<file path="config.mk">
export PLATFORM = sky130hd
export DESIGN_NAME = serial_rx_controller
export DESIGN_NICKNAME = d
export VERILOG_FILES = /design/src/rtl/serial_rx_controller.sv
export SDC_FILE = /design/constraint.sdc
export NUM_CORES = 1
export LEC_CHECK = 0
export BUFFER_PORTS_ARGS = -buffer_cell sky130_fd_sc_hd__buf_2
export CORE_MARGIN = 5
export CORE_UTILIZATION = 53
export DETAILED_ROUTE_END_ITERATION = 8
export GPL_TIMING_DRIVEN = 0
export PLACE_DENSITY = 0.74
export SLEW_MARGIN = 10
export SYNTH_ARGS = -nofsm -noshare
export SYNTH_HDL_FRONTEND = slang
export SYNTH_SLANG_ARGS = --single-unit
export TNS_END_PERCENT = 30
</file>
<file path="constraint.sdc">
create_clock -name clk -period 2.7 [get_ports clk]
set_input_delay 0.27 -clock clk [delete_from_list [all_inputs] [get_ports clk]]
set_output_delay 0.27 -clock clk [all_outputs]
set_load 0.01 [all_outputs]
</file>
<file path="src/rtl/serial_rx_controller.sv">
// Serial-to-parallel receiver: frame sync, LSB-first assembly,
// a one-word output buffer on valid/ready, and sticky error flags.
module serial_rx_controller #(
  parameter int N          = 8,
  parameter bit CONTINUOUS = 1'b0
) (
  input  logic         clk,
  input  logic         reset,
  input  logic         enable,
  input  logic         sync_in,
  input  logic         data_in,
  input  logic         clear_err,
  input  logic         out_ready,
  output logic         out_valid,
  output logic [N-1:0] out_data,
  output logic         busy,
  output logic         overrun,
  output logic         frame_abort
);

  localparam int CW = $clog2(N);
  localparam logic [CW-1:0] LAST = CW'(N-1);

  typedef enum logic {IDLE, SHIFT} state_e;

  state_e        state_q, state_d;
  logic [CW-1:0] cnt_q, cnt_d;
  logic [N-1:0]  sh_q, sh_d;
  logic [N-1:0]  data_q, data_d;
  logic          valid_q, valid_d;
  logic          ovr_q, ovr_d;
  logic          abt_q, abt_d;
  logic          done, set_abt, load;

  always_comb begin
    state_d = state_q;
    cnt_d   = cnt_q;
    sh_d    = sh_q;
    done    = 1'b0;
    set_abt = 1'b0;
    unique case (state_q)
      IDLE: begin
        if (enable && sync_in) begin
          sh_d[0] = data_in;
          cnt_d   = CW'(1);
          state_d = SHIFT;
        end
      end
      SHIFT: begin
        if (!enable) begin
          set_abt = (cnt_q != '0);
          cnt_d   = '0;
          state_d = IDLE;
        end else if (sync_in && cnt_q != '0) begin
          // resync mid-word: restart with this bit as bit 0
          set_abt = 1'b1;
          sh_d[0] = data_in;
          cnt_d   = CW'(1);
        end else begin
          sh_d[cnt_q] = data_in;
          if (cnt_q == LAST) begin
            done    = 1'b1;
            cnt_d   = '0;
            state_d = CONTINUOUS ? SHIFT : IDLE;
          end else begin
            cnt_d = cnt_q + 1'b1;
          end
        end
      end
      default: state_d = IDLE;
    endcase
  end

  always_comb begin
    load    = done && (!valid_q || out_ready);
    valid_d = load || (valid_q && !out_ready);
    data_d  = load ? sh_d : data_q;
    ovr_d   = (ovr_q && !clear_err) || (done && valid_q && !out_ready);
    abt_d   = (abt_q && !clear_err) || set_abt;
  end

  always_ff @(posedge clk or posedge reset) begin
    if (reset) begin
      state_q <= IDLE;
      cnt_q   <= '0;
      sh_q    <= '0;
      data_q  <= '0;
      valid_q <= 1'b0;
      ovr_q   <= 1'b0;
      abt_q   <= 1'b0;
    end else begin
      state_q <= state_d;
      cnt_q   <= cnt_d;
      sh_q    <= sh_d;
      data_q  <= data_d;
      valid_q <= valid_d;
      ovr_q   <= ovr_d;
      abt_q   <= abt_d;
    end
  end

  assign out_valid   = valid_q;
  assign out_data    = data_q;
  assign busy        = (state_q == SHIFT);
  assign overrun     = ovr_q;
  assign frame_abort = abt_q;

endmodule

</file>
==> impl_metrics.py <==
metrics = {
    "run_status": {
        "run_status": "complete, no violations",
    },
    "timing": {
        "finalHoldViolations": 0,
        "holdWs_ns": 0.1261,
        "timing.final.crit_share": 0.7559,
        "finalSetupViolations": 0,
        "timing.setup.tns_ns": 0,
        "fmax_mhz": 490.0,
        "grt_setup_unrepaired": "no",
        "worst_pin_slew_ns": 0.8666,
        "fin_crit_ns": 2.041,
        "setup_ws_ns": 0.6590,
        "clk_skew_ns": 0.002838,
        "slew_headroom": 0.4216,
        "finalMaxSlewViolations": 0,
    },
    "route": {
        "viasPerCell": 5.399,
        "detail_route.iter0.violations": 5,
        "final_antenna_net_count": 0,
        "detail_route.drc_violations": 0,
        "dr.pass1.iters": 4,
        "routed-via-count": 745,
        "wl_um": 1952,
        "post_drt_wl_per_cell_um": 14.14,
    },
    "synthesis": {
        "synth_largest_type_area_fraction": 0.5221,
        "synth_cell_types": 25,
        "mappedNetlistArea_um2": 1102,
        "ys_seq_area_frac": 0.5221,
        "synthesis.yosys.warnings": 0,
        "post_synth_most_frequent_cells": "sky130_fd_sc_hd__dfrtp_1 (23), sky130_fd_sc_hd__mux2_4 (9), sky130_fd_sc_hd__nand2_1 (9)",
        "dominantRegCellSynth": "sky130_fd_sc_hd__dfrtp_1",
        "async_flop_share": 1.000,
        "yosys_register_bits": 23,
        "post_synth.cell_area_avg_um2": 12.25,
        "synth_enable_flop_cells": 0,
        "synthesis.nets": 100,
        "post-synth-top-area-cell": "sky130_fd_sc_hd__dfrtp_1",
        "postSynthCellCount": 90,
        "synth_top_cells_by_area": "sky130_fd_sc_hd__dfrtp_1 (52%), sky130_fd_sc_hd__mux2_4 (12%), sky130_fd_sc_hd__mux2_2 (7.2%)",
        "post-synth-top-count-cell": "sky130_fd_sc_hd__dfrtp_1",
    },
    "setup_path": {
        "cp_max_fo": 7,
        "r2r-start": "cnt_q[1]",
        "ff2ff_setup_slack_ns": 0.66,
        "timing.rr.end": "out_data[1]",
        "worst-setup-path-type": "reg -> reg",
        "critical_path.startpoint_type": "flop",
        "ff2ff_path_depth": 6,
        "critPathCaptureType": "flop",
        "cp_data_arrival_time_ns": 2.24,
        "required_ns": 2.90,
    },
    "final_layout": {
        "final_nets": 122,
        "final_layout_size_suffix_gt1_frac": 0.3604,
        "finish.cell_count_without_fillers": 138,
        "diodes": 0,
        "layout_area_growth_over_synthesis_pct": 13.17,
        "fin_area_um2": 1247,
    },
    "place": {
        "dpl_cell_area_um2": 1221,
        "gp_routability_congestion": 0.8952,
        "place.detailed.instances": 134,
        "post-place-ws_ns": 0.6603,
        "io_buffers": 17,
        "post-dp-hpwl_um": 1438,
    },
    "cts": {
        "cts_max_level": 1,
        "worst_skew_pair.late_latency_ns": 0.30,
        "cts-root-buf": "sky130_fd_sc_hd__clkbuf_4",
        "cts_buffers": 3,
        "cts_post_setup_buffers_inserted": 0,
        "tritoncts_num_sinks": 23,
        "clk_pin_slew_worst_paths_ns": 0.11,
        "cts-resized-gates": 0,
        "ctsLongestPathBuffers": 2,
        "cts_tree": "yes",
        "holdBufCountCts": 0,
    },
    "worst_hold_path": {
        "hold_class": "in -> async",
    },
    "global_route": {
        "grt_util_all_layers": 0.1459,
        "grt.overflow.total": 0,
        "grt_max_degree": 24,
        "grt_pass1_vias": 769,
        "grt_antenna_before_repair": 0,
        "grt_pass1_wl_um": 3567,
    },
    "floorplan": {
        "pin_count": 19,
        "die_area_um2": 3092,
        "die-width_um": 55.61,
        "initial_utilization": 0.5562,
        "core.rowCount": 16,
        "floorplan.die.height_um": 55.61,
        "floorplan.core_area_um2": 1982,
    },
    "run": {
        "timing.max_cap.violations": 0,
    },
    "power_and_ir_drop": {
        "maximum_ir_drop_on_the_vdd_rail_mv": 0.4632,
        "power_per_cell_area_nw_per_um2": 543.8,
        "p_leak_nw": 0.6351,
    },
}
## stage by stage
stage | total power (W) | util
floorplan | 0.0004983 | -
global placement | 0.0005272 | 0.6162
detailed placement | 0.0005351 | 0.6162
CTS | 0.0006872 | 0.6294
global route | 0.0007261 | 0.6294
finish | 0.0006784 | 0.6294
## worst max path at each step
stage              from          end  slack [ns]  cells after the start
2_1_floorplan  cnt_q[1]  out_data[3]        0.82                      6
3_3_place_gp   cnt_q[1]  out_data[3]        0.67                      6
3_5_place_dp   cnt_q[1]  out_data[1]        0.66                      6
4_1_cts        cnt_q[1]  out_data[1]        0.64                      6
5_1_grt        cnt_q[1]  out_data[1]        0.49                      6
6_report       cnt_q[1]  out_data[1]        0.66                      6
## registers in the layout (all words and copies together) (netlist names)
signal	count
sh_q	8
out_valid	1
cnt_q	3
frame_abort	1
out_data	8
overrun	1
busy	1
## where the power goes
part,internal (W),switching (W)
Sequential,0.000380,0.0000240
Combinational,0.0000577,0.0000647
Clock,0.0000577,0.0000943
## metal layers
metal	GRT usage	wire (µm)
met1	0.1953	892
met2	0.2280	957
met3	0.03016	75
met4	0.06250	26
met5	0	0
## critical path, stage by stage (launching register included)
cell                      delay, ns
sky130_fd_sc_hd__dfrtp_1       0.47
sky130_fd_sc_hd__inv_1         0.14
sky130_fd_sc_hd__ha_1          0.21
sky130_fd_sc_hd__and2b_1       0.22
sky130_fd_sc_hd__nor4_1        0.25
sky130_fd_sc_hd__mux2_2        0.39
sky130_fd_sc_hd__mux2_4        0.26
## kinds of logic after synthesis
group,share of synthesized area
adder cells (fa/ha/maj),0.03406
multiplexers,0.1941
AND/OR/NAND/NOR,0.1578
AO/OA/AOI/OAI,0.05223
buffers and inverters,0.03973
flip-flops,0.5221
## cell usage in the layout (no fill, tap or decap), drive strengths merged, types with 2 or more instances in the layout
| cell type | count |
|---|---|
| dfrtp | 23 |
| buf | 20 |
| mux2 | 16 |
| nand2 | 9 |
| inv | 6 |
| nand2b | 5 |
| clkbuf | 4 |
| nor3 | 3 |
| nor4 | 3 |
| ha | 3 |
| and3 | 2 |
| nand3 | 2 |
| nor2 | 2 |
| o21ai | 2 |
| o32ai | 2 |
## final cells by class
class                      count  area [µm²]
buffer                         3       21.27
clock buffer                   4       26.28
fill                         162       734.5
inverter                       6       22.52
multi-input combinational     58       483.0
sequential                    23       575.6
tap                           27       33.78
timing repair buffer          17       85.08
No activity file was read; power rests on OpenSTA's default activity.
